==> src/rtl/adex_neuron_array.sv <==
// adex_neuron_array
//   Time-multiplexed array of N_CH adaptive-exponential integrate-and-fire
//   neurons. One channel is updated per enabled cycle, round-robin, through
//   a single shared datapath. Each channel keeps its membrane u, its
//   adaptation w and its refractory counter r.
//
// Ports
//   clk        rising-edge clock
//   rst_n      asynchronous active-low reset
//   en         update enable; low freezes all state and the pointer
//   current    per-channel input current, channel c at [c*W +: W]
//   spike      registered one-cycle spike pulse, one bit per channel
//   ch_idx     channel being updated this cycle
//   state_mon  stored membrane of channel ch_idx, before its update
module adex_neuron_array #(
    parameter int N_CH        = 4,
    parameter int W           = 8,
    parameter int THRESH      = 200,
    parameter int V_RESET     = 0,
    parameter int U_REST      = 0,
    parameter int THETA_RH    = 160,
    parameter int DT_SHIFT    = 3,
    parameter int LEAK_SHIFT  = 3,
    parameter int TAU_W_SHIFT = 4,
    parameter int B           = 8,
    parameter int REFRAC      = 2,
    localparam int CW = (N_CH > 1) ? $clog2(N_CH) : 1,
    localparam int RW = (REFRAC > 0) ? $clog2(REFRAC + 1) : 1
) (
    input  logic              clk,
    input  logic              rst_n,
    input  logic              en,
    input  logic [N_CH*W-1:0] current,
    output logic [N_CH-1:0]   spike,
    output logic [CW-1:0]     ch_idx,
    output logic [W-1:0]      state_mon
);

    localparam int SW = W + 3;

    localparam logic [W-1:0]  THRESH_V  = W'(THRESH);
    localparam logic [W-1:0]  V_RESET_V = W'(V_RESET);
    localparam logic [W-1:0]  U_REST_V  = W'(U_REST);
    localparam logic [W-1:0]  THETA_V   = W'(THETA_RH);
    localparam logic [W-1:0]  SH_MAX    = W'(W - 1);
    localparam logic [RW-1:0] REFRAC_V  = RW'(REFRAC);

    typedef enum logic [1:0] {
        BR_SPIKE,
        BR_REFRAC,
        BR_INTEG
    } branch_t;

    logic [W-1:0]  u_mem [N_CH];
    logic [W-1:0]  w_mem [N_CH];
    logic [RW-1:0] r_mem [N_CH];

    logic [W-1:0]    u_cur, w_cur, cur_in;
    logic [RW-1:0]   r_cur;
    branch_t         branch;
    logic [W-1:0]    w_decay, w_spk, leak, ex, ex_sh;
    logic [W:0]      w_sum;
    logic signed [SW-1:0] acc;
    logic [W-1:0]    u_integ;
    logic [W-1:0]    u_nxt, w_nxt;
    logic [RW-1:0]   r_nxt;
    logic [N_CH-1:0] spk_vec;

    assign u_cur     = u_mem[ch_idx];
    assign w_cur     = w_mem[ch_idx];
    assign r_cur     = r_mem[ch_idx];
    assign state_mon = u_cur;

    always_comb begin
        cur_in = '0;
        for (int unsigned c = 0; c < N_CH; c++) begin
            if (CW'(c) == ch_idx) cur_in = current[c*W +: W];
        end
    end

    always_comb begin
        w_decay = w_cur - (w_cur >> TAU_W_SHIFT);
        w_sum   = {1'b0, w_decay} + (W+1)'(B);
        w_spk   = w_sum[W] ? '1 : w_sum[W-1:0];

        leak = (u_cur > U_REST_V) ? ((u_cur - U_REST_V) >> LEAK_SHIFT) : '0;

        ex    = '0;
        ex_sh = '0;
        if (u_cur >= THETA_V) begin
            ex_sh = (u_cur - THETA_V) >> DT_SHIFT;
            if (ex_sh > SH_MAX) ex_sh = SH_MAX;
            ex = W'(1) << ex_sh;
        end

        // Widened to W+3 signed so the sum never wraps before clamping.
        acc = $signed({3'b000, u_cur}) - $signed({3'b000, leak})
            + $signed({3'b000, ex}) + $signed({3'b000, cur_in})
            - $signed({3'b000, w_cur});
        if (acc[SW-1])
            u_integ = '0;
        else if (acc[SW-2:W] != '0)
            u_integ = '1;
        else
            u_integ = acc[W-1:0];
    end

    always_comb begin
        if (u_cur >= THRESH_V)
            branch = BR_SPIKE;
        else if (r_cur != '0)
            branch = BR_REFRAC;
        else
            branch = BR_INTEG;

        u_nxt   = u_integ;
        w_nxt   = w_decay;
        r_nxt   = r_cur;
        spk_vec = '0;
        unique case (branch)
            BR_SPIKE: begin
                u_nxt           = V_RESET_V;
                w_nxt           = w_spk;
                r_nxt           = REFRAC_V;
                spk_vec[ch_idx] = 1'b1;
            end
            BR_REFRAC: begin
                u_nxt = V_RESET_V;
                r_nxt = r_cur - RW'(1);
            end
            default: ;
        endcase
    end

    always_ff @(posedge clk or negedge rst_n) begin
        if (!rst_n) begin
            for (int unsigned c = 0; c < N_CH; c++) begin
                u_mem[c] <= U_REST_V;
                w_mem[c] <= '0;
                r_mem[c] <= '0;
            end
            ch_idx <= '0;
            spike  <= '0;
        end else if (en) begin
            u_mem[ch_idx] <= u_nxt;
            w_mem[ch_idx] <= w_nxt;
            r_mem[ch_idx] <= r_nxt;
            spike         <= spk_vec;
            ch_idx        <= (ch_idx == CW'(N_CH - 1)) ? '0 : ch_idx + CW'(1);
        end else begin
            spike <= '0;
        end
    end

endmodule
==> config.mk <==
export PLATFORM = sky130hd
export DESIGN_NAME = adex_neuron_array
export DESIGN_NICKNAME = d
export VERILOG_FILES = /design/src/rtl/adex_neuron_array.sv
export SDC_FILE = /design/constraint.sdc
export NUM_CORES = 1
export LEC_CHECK = 0
export ABC_AREA = 1
export CAP_MARGIN = 20
export CORE_UTILIZATION = 40
export CTS_BUF_LIST = sky130_fd_sc_hd__clkbuf_4
export CTS_CLUSTER_DIAMETER = 120
export CTS_CLUSTER_SIZE = 20
export DETAILED_ROUTE_END_ITERATION = 8
export GPL_TIMING_DRIVEN = 0
export SLEW_MARGIN = 20
export SYNTH_ARGS = -nofsm -noshare
export SYNTH_HDL_FRONTEND = slang
export SYNTH_SLANG_ARGS = --single-unit
==> constraint.sdc <==
create_clock -name clk -period 10 [get_ports clk]
set_input_delay 1 -clock clk [delete_from_list [all_inputs] [get_ports clk]]
set_output_delay 1 -clock clk [all_outputs]
set_load 0.01 [all_outputs]
* Yosys cells after proc, flatten, opt, wreduce, memory -nomap -nowiden *
Index checks and enable logic that the tools add are counted.

cells by class
  $add $sub $neg = 9
  order comparisons = 8
  eq/ne operators = 5
  shift-type cells = 1
  multiplexer cells = 37
  bitwise operators = 1
  reduce and logical (&&, ||, !) cells = 7

operators by type and width
  kind                                                            number
  2-to-1 mux 8 bit                                                16
  bitwise mux 32 bit                                              2
  binary-select mux 8 bit (select 2 bit)                          2
  demux 8 bit (select 2 bit)                                      1
  greater-or-equal comparator 8 bit (second input constant)       2
  2-to-1 mux 2 bit                                                6
  adder 10 x 9 -> 11 bit                                          1
  subtractor 11 x 9 -> 11 bit                                     1
  adder 9 x 9 -> 10 bit                                           1
  2-to-1 mux 5 bit                                                2
  adder 8 x 4 -> 9 bit (second input constant)                    1
  subtractor 8 x 5 -> 9 bit                                       1
  bitwise mux 8 bit                                               1
  greater-than comparator 8 x 1 -> 1 bit (second input constant)  1
  2-to-1 mux 4 bit                                                2
  left shift 1 x 8 -> 8 bit (first input constant)                1
  subtractor 8 x 4 -> 8 bit                                       1
  subtractor 8 bit (second input constant)                        1
  greater-than comparator 5 x 3 -> 1 bit (second input constant)  1
  binary-select mux 2 bit (select 2 bit)                          1
  demux 2 bit (select 2 bit)                                      1
  equality test 2 bit (first input constant)                      2
  zero test 2 bit                                                 2
  case mux 2 bit (2 select lines)                                 1
  15 further kinds                                                17

word-level totals
  flip-flop bits (word level) = 78
  input port bits = 35
  output and inout bits = 14
  word-level logic and storage cells = 82

* Depth between registers and ports, before layout *
  depth after elaboration = 18
  depth in mapped cells = 29
  depth with buffers taken out = 28

* Worst setup path after synthesis *
No wires, ideal clock.

  path type = register -> register
  start = register ch_idx[0]
  end = register u_mem[25] (netlist name)
  library setup time = 134 ps
  data arrival time = 4,851 ps
  required time = 9,866 ps
  slack = 5,015 ps
  stages on the path, launching flop included = 24
  path buffers = 4
  period minus slack after synthesis = 4,985 ps
  cell sequence = dfrtp_1 -> inv_2 -> buf_6 -> buf_6 -> clkbuf_1 -> ha_1 -> clkbuf_1 -> a21oi_1 -> o311ai_0 -> o21ai_0 -> fa_1 -> fa_1 -> inv_1 -> ha_1 -> inv_1 -> fa_1 -> o21ai_0 -> nand4_1 -> nand3b_1 -> nand2_1 -> nor2_1 -> nand2_1 -> nand3_1 -> o21ai_0

between the ends
  word-level cells in the longest chain between the ends = 18
  elaborated cells between the ends (all ways) = 48
  those cells by class = 5 x add/sub; 6 x order compare; 4 x eq/ne; 1 x shift; 25 x mux; 1 x bitwise; 6 x reduce/logical

RTL lines
  what                                                  RTL line  RTL
  from (decl)                                           35        output logic [CW-1:0] ch_idx,
  from (signal assigned)                                149       ch_idx <= (ch_idx == CW'(N_CH - 1)) ? '0 : ch_idx + CW'(1);
  inverter 2 -> 3 bit (implied by the code)             --
  binary-select mux 8 bit (select 2 bit)                69        assign u_cur = u_mem[ch_idx];
  2-to-1 mux 8 bit (implied by the code) (2 in series)  69
  subtractor 8 bit                                      91        ex_sh = (u_cur - THETA_V) >> DT_SHIFT;
  greater-than comparator 5 x 3 -> 1 bit                92        if (ex_sh > SH_MAX) ex_sh = SH_MAX;
  2-to-1 mux 5 bit                                      92
  2-to-1 mux 8 bit                                      90        if (u_cur >= THETA_V) begin
  left shift 1 x 8 -> 8 bit                             93        ex = W'(1) << ex_sh;
  2-to-1 mux 8 bit                                      90
  adder 9 x 9 -> 10 bit                                 98        + $signed({3'b000, ex}) + $signed({3'b000, cur_in})
  adder 10 x 9 -> 11 bit                                98
  subtractor 11 x 9 -> 11 bit                           99        - $signed({3'b000, w_cur});
  nonzero test 2 bit                                    102       else if (acc[SW-2:W] != '0)
  2-to-1 mux 8 bit                                      102
  2-to-1 mux 8 bit                                      100       if (acc[SW-1])
  2-to-1 mux 8 bit                                      120       unique case (branch)
  bitwise mux 32 bit (*)                                145       u_mem[ch_idx] <= u_nxt;
  to (signal, indexed assignment)                       145
  to (decl)                                             54        logic [W-1:0] u_mem [N_CH];

Every way passes the cells marked *; elsewhere a longest branch is shown, timed or not. The select of a mux whose other input is x is not followed.
A chain may end at the register's enable or synchronous reset.

* Worst setup path after layout *
  start = register ch_idx[0]
  end = register u_mem[24] (netlist name)

The elaborated chain is that of the path after synthesis.

==> summary by stage <==
Place
The weighted congestion at the end of routability-driven global placement is between 0.8 and 0.9. Prior to clock tree synthesis, the placed netlist has a worst setup slack of 3.791 ns. The number of buffer cells added on primary ports is between 40 and 50.

Detailed placement finished with a half-perimeter wire length of 12090 um.

Critical path
The critical path's largest stage delay is 0.59 ns. The critical path goes through inv_2 -> buf_6 -> buf_6 -> clkbuf_1 -> ha_1 -> clkbuf_1 -> a21oi_1 -> o311ai_0 -> o21ai_0 -> fa_1 -> fa_1 -> inv_1 -> ha_1 -> inv_1 -> fa_1 -> o21ai_0 -> nand4_1 -> nand3b_1 -> nand2_1 -> nor2_1 -> nand2_1 -> nand3_1 -> nand2_1. The endpoint of the worst-slack reg-to-reg timing path is u_mem[24]$_DFFE_PN0P_.

At the worst endpoint, the required time is 10.31 ns. The number of buffers and inverters on the critical path is 7. The worst setup path is launched from a flip-flop. The slowest stage of the critical path is the sky130_fd_sc_hd__dfrtp_1 cell. The logic depth of the worst register-to-register path is 23.

STA classifies the critical path endpoint as a flip-flop. The worst reg-to-reg setup slack is 3.69 ns. The critical path in this run is classified as reg -> reg. The largest fanout on the critical path is 11. The dominant delay contributor by cell family on the critical path is adder cells. Data arrives at the worst endpoint at ~6.6 ns. The critical register-to-register path startpoint is ch_idx[0]$_DFFE_PN0P_.

Global routing
The total global routing overflow is 0. The first global-routing pass estimated 26620 um of wire. The number of global-route vias before repair is 5242. The all-layer global routing usage is around 24%. The initial antenna violation count came to 1. Entering global routing, the biggest net connects 59 pins.

Job
Max-cap violations in this run came to 0.

Die
The top-level port count is 49. The floorplan step set the die width to approximately 120 um. The effective utilization at floorplan is 41.35%. The core region area is 0.01335 mm2.

The chip height is 119.5 um. The number of standard-cell rows in the floorplan is 42. The area of the die is roughly 0.014 mm2.

STA
The count of endpoints failing hold in the final timing report came to 0. Dividing the final minimum period by the clock period gives between 60% and 70%. The final max-slew violation count was 0. Once routing completed, OpenROAD measured the worst setup slack at 3.688 ns. The minimum clock period is 6.312 ns. At the pin with the least slew margin, the transition time is 0.7919 ns. The setup clock skew after layout is 0.01739 ns. Derived from the worst setup path, the maximum achievable clock frequency is 158.4 MHz. Setup repair after global routing left no endpoint under its margin. The total negative setup slack is 0 ns. The number of setup violations in the final report is 0. The headroom to the max-slew limit is a little under half.

Clocking
For this design, the CTS-stage hold fixing added 0 buffers. The number of clock buffers inserted by TritonCTS is 9. The CTS tree is done. In this run the post-CTS setup repair buffer count came out at 0. The clock network latency to the later pin of the worst-skew pair is 0.42 ns. Gates resized during post-CTS repair numbered 0. Counting along the longest clock path gives a buffer depth of 2. The clock drives 78 sinks. After clock tree synthesis, the clock-pin slew on the worst setup and hold paths is 0.14 ns. The clock tree root driver cell is sky130_fd_sc_hd__clkbuf_4. The H-tree was split into 3 levels.

Layout
Cells with a size suffix above 1 make up 6.020% of the layout. In the final design database the tool counted 891 nets. The area added between synthesis and finish is 15.23%.

Synthesis
The share of async-settable or async-resettable flops after synthesis is 100.0%. After synthesis the cells add up to about 0.0055 mm2. The netlist uses 35 different library cells. The net count of the mapped netlist is 831. Sorting the synthesized cells by how often they occur yields sky130_fd_sc_hd__nand2_1, sky130_fd_sc_hd__inv_1, sky130_fd_sc_hd__dfrtp_1, sky130_fd_sc_hd__nand3_1, sky130_fd_sc_hd__nor2_1. The mean area per synthesized cell is 7.369 um2.

The share of the synthesized area in the top cell type is 35.37%. The cell count after synthesis is 749. In the post-synthesis netlist, the cell with the most instances is sky130_fd_sc_hd__nand2_1. The share of the Yosys chip area taken by registers is a little over a third. After synthesis, the cell types taking the most area are sky130_fd_sc_hd__dfrtp_1, sky130_fd_sc_hd__nand2_1, sky130_fd_sc_hd__nand3_1. The flip-flop and latch count after synthesis is 78. The most area-hungry cell type in the Yosys netlist is sky130_fd_sc_hd__dfrtp_1. Yosys mapped a number of flops with a built-in enable equal to 0. For this run, the number of Yosys warnings is 0. Among all flip-flop cells after synthesis, the most frequent one is sky130_fd_sc_hd__dfrtp_1.

Detailed routing
The detailed router placed 5191 vias in this run. The first detailed-routing pass took 5 iterations. For this run, design rule violations remaining after detail routing come to 0. The iteration-0 DRC count of the detailed router is 444. The mean routed wirelength per cell is 16.23 um.

The count of nets left with antenna violations once routing finished came out at 0. The final wirelength is 16080 um. The post-detailed-route via-to-cell ratio is ~5.2.

Hold path
The path class of the tightest hold or removal check is in -> async.

Status
The flow ran to the end, and the final reports show no timing, DRC or antenna violations.
[state kept, by name, indices dropped and copies added, names as in the netlist]
signal and count:
ch_idx 2, r_mem 8, spike 4, u_mem 32, w_mem 32
[metrics by stage]
| step | cell area, um2 | util (%) | std cells | hold slack [ns] |
|---|---|---|---|---|
| final | 6360 | 47.65 | 991 | 0.4453 |
| after global routing | 6360 | 47.65 | 991 | 0.4400 |
| after detailed placement | 6245 | 46.78 | 974 | 0.4663 |
| after CTS | 6357 | 47.63 | 990 | 0.4408 |
| after floorplan | 5519 | - | 749 | 0.4439 |
| after global placement | 6220 | 46.60 | 973 | 0.4603 |
[worst reg2reg max path: cells and delay by family (launching register included)]
kind / cells / cell delay [ns]
fa+ha+maj: 5 / 1.83
simple gates: 7 / 1.19
flops: 1 / 0.59
compound gates: 4 / 1.10
buf+inv: 7 / 1.50
[how the worst max path moves through the flow]
| stage | end | startpoint | cells after the start |
|---|---|---|---|
| floorplan | u_mem[25]$_DFFE_PN0P_ | ch_idx[0]$_DFFE_PN0P_ | 23 |
| global placement | u_mem[4]$_DFFE_PN0P_ | ch_idx[0]$_DFFE_PN0P_ | 23 |
| detailed placement | u_mem[26]$_DFFE_PN0P_ | ch_idx[0]$_DFFE_PN0P_ | 23 |
| CTS | u_mem[26]$_DFFE_PN0P_ | ch_idx[0]$_DFFE_PN0P_ | 23 |
| global route | u_mem[0]$_DFFE_PN0P_ | ch_idx[0]$_DFFE_PN0P_ | 23 |
| finish | u_mem[24]$_DFFE_PN0P_ | ch_idx[0]$_DFFE_PN0P_ | 23 |
[cell families after synthesis]
family	Yosys count	share of synthesized area, %
xor gates and xnor gates	14	2.222
and+or+nand+nor	389	29.59
AOI/OAI and AO/OA	105	10.88
DFF	78	35.37
buffers and inverters	116	8.705
adders and majority gates	47	13.24
[placed cells by master, fill, tap and decap left out, types with 22 or more instances in the layout]
master | netlist | routed
sky130_fd_sc_hd__clkdlybuf4s50_1 | 0 | 47
sky130_fd_sc_hd__a31oi_1 | 22 | 22
sky130_fd_sc_hd__nand3_1 | 77 | 77
sky130_fd_sc_hd__o21ai_0 | 33 | 33
sky130_fd_sc_hd__nor2_1 | 57 | 57
sky130_fd_sc_hd__nand2_1 | 233 | 233
sky130_fd_sc_hd__a21oi_1 | 32 | 32
sky130_fd_sc_hd__ha_1 | 28 | 28
sky130_fd_sc_hd__inv_1 | 79 | 79
sky130_fd_sc_hd__dfrtp_1 | 78 | 78
[layer usage]
layer	wire length (um)	up-vias	global-route usage, %
li1	-	2533	-
met1	7403	2458	32.84
met2	7430	174	39.38
met3	871	26	2.826
met4	374	0	8.516
met5	0	-	0
[cell type report]
cell class                 count  area (um2)
clock inverter                 6       37.54
tap                          176       220.2
clock buffer                  10       75.07
fill                        1369        6988
sequential                    78        1952
timing repair buffer          49       505.5
inverter                      85       319.1
multi-input combinational    555        3087
buffer                        31       161.4
antenna                        1       2.502
Power is not shown: default switching activity piles up to over one toggle a cycle in this logic, so the estimate is an artifact.
==> edit, RTL diff (config.mk and constraints unchanged) <==
Make the reset (`rst_n`) synchronous in one clocked block. Comments in the files are not updated.
--- a/src/rtl/adex_neuron_array.sv
+++ b/src/rtl/adex_neuron_array.sv
@@ -132,7 +132,7 @@
         endcase
     end
 
-    always_ff @(posedge clk or negedge rst_n) begin
+    always_ff @(posedge clk) begin
         if (!rst_n) begin
             for (int unsigned c = 0; c < N_CH; c++) begin
                 u_mem[c] <= U_REST_V;
Behaviour: differs if rst_n is asserted again (counterexample within 4 cycles, from zero or initial values and one cycle with rst_n low); with rst_n held inactive, the same outputs for 10 cycles.
==> edit against the unedited design <==
Maximum frequency up 19%. Design area down 1.6%. Wire length down 13%. Area after synthesis down 2.1%. Non-clock buffer count down 14. Sequential cell count up 2. Worst setup slack better by 1000 ps.
==> edit: results (changes against the unedited design) <==
metric,value,unit,change
synth_nets,715,,was 831
gr-usage-met3,0.03716,,was 0.02826
synthDistinctLibCells,36,,was 35
drive_gt1_frac,0.09039,,was 0.06020
max_stage_delay,490,ps,was 590 ps
leakage,2.742,nW,
grt_pass1_vias,4286,,was 5242
wl,13930,µm,was 16080 µm
antenna_found_initial,0,,was 1
grt_pass1_wl,21940,µm,was 26620 µm
synth_async_sr_flop_share,0,,was 1.000
cp_slowest_cell,fa_1,,was dfrtp_1
critPathArrivalTime,5490,ps,was 6620 ps
grt_util_met2,0.3688,,was 0.3938
vias,4385,,was 5191
finalWeightedCongestion,0.8562,,was 0.8924
dpl.hpwl,10320,µm,was 12090 µm
ys_top_cells_by_area,"edfxtp_1, nand2_1, fa_1, ha_1, nor2_1",,"was dfrtp_1, nand2_1, nand3_1, fa_1, ha_1"
dr_wl_met3,500,µm,was 871 µm
switching_power,0.6788,mW,
dr.pass1.iters,4,,was 5
synth-edff-count,72,,was 0
grt.met1_usage,0.2585,,was 0.3284
wl_met1,6219,µm,was 7403 µm
synth-seq-area-share,0.4299,,was 0.3537
hp-class,register to register,,was primary input to asynchronous set/reset pin
yosys-top-cells-count,"nand2_1, nor2_1, inv_1, edfxtp_1, nand3_1",,"was nand2_1, inv_1, dfrtp_1, nand3_1, nor2_1"
slew_headroom,0.3291,,was 0.4721
critPathMaxFanout,10,,was 11
drtIter0Drc,239,,was 444
met2WireLength,6996,µm,was 7430 µm
antenna_cells,0,,was 1
fin_worst_skew,16.72,ps,was 17.39 ps
grt_usage,0.2075,,was 0.2408
nNetsFinal,774,,was 891
status,"finished, final reports clean",,unchanged
grt_max_degree,19,,was 59
[edit: cell types whose count changed in the layout (fill, tap and decap cells not counted), moves of 19 or more]
cell,change
nor2_1,+31
a31oi_1,-19
nand2_1,-97
dfrtp_1,-78
edfxtp_1,+72
nand3_1,-31
[edit: layout make-up]
class	count	area (µm²)
Inverter	87	327.8
Tap cell	176	220.2
Fill cell	1268	6933
Buffer	18	96.34
Clock inverter	7	80.08
Clock buffer	9	67.56
Timing Repair Buffer	48	480.5
Sequential cell	80	2322
Multi-Input combinational cell	448	2663
[edit: path summary, 6_finish.rpt]
kind	endpoint	start	slack (ps)	depth (start not counted)
max	u_mem[1][1]	register	4700	25
max reg2reg	u_mem[1][1]	register	4700	25
min	register	ch_idx[1]	670	2
min reg2reg	register	ch_idx[1]	670	2
[edit: metrics by stage]
| stage | std cells | setup slack (ps) | cell area, µm² |
|---|---|---|---|
| 6_report | 873 | 4702 | 6257 |
| 5_1_grt | 873 | 4277 | 6257 |
| 4_1_cts | 873 | 4704 | 6257 |
| 3_5_place_dp | 857 | 4745 | 6110 |
| 3_3_place_gp | 857 | 4805 | 6102 |
| 2_1_floorplan | 633 | 5479 | 5401 |
[edit: power groups by stage]
stage,clock (mW),combinational [mW],sequential (mW)
6_report,0.203,0.877,0.408
5_1_grt,0.217,0.992,0.411
4_1_cts,0.207,0.878,0.408
3_5_place_dp,0,0.867,0.416
3_3_place_gp,0,0.857,0.415
2_1_floorplan,0,0.667,0.414
[edit: cell families after synthesis]
| group | share of synthesized area |
|---|---|
| compound gates | 0.07783 |
| fa+ha+maj | 0.1353 |
| xor+xnor | 0.02432 |
| flops | 0.4299 |
| buf+inv | 0.07853 |
| simple gates | 0.2541 |
[edit: worst min-delay path: stages (launching register included)]
cell,delay [ps]
dfxtp_1,380
inv_1,120
o21ai_0,120
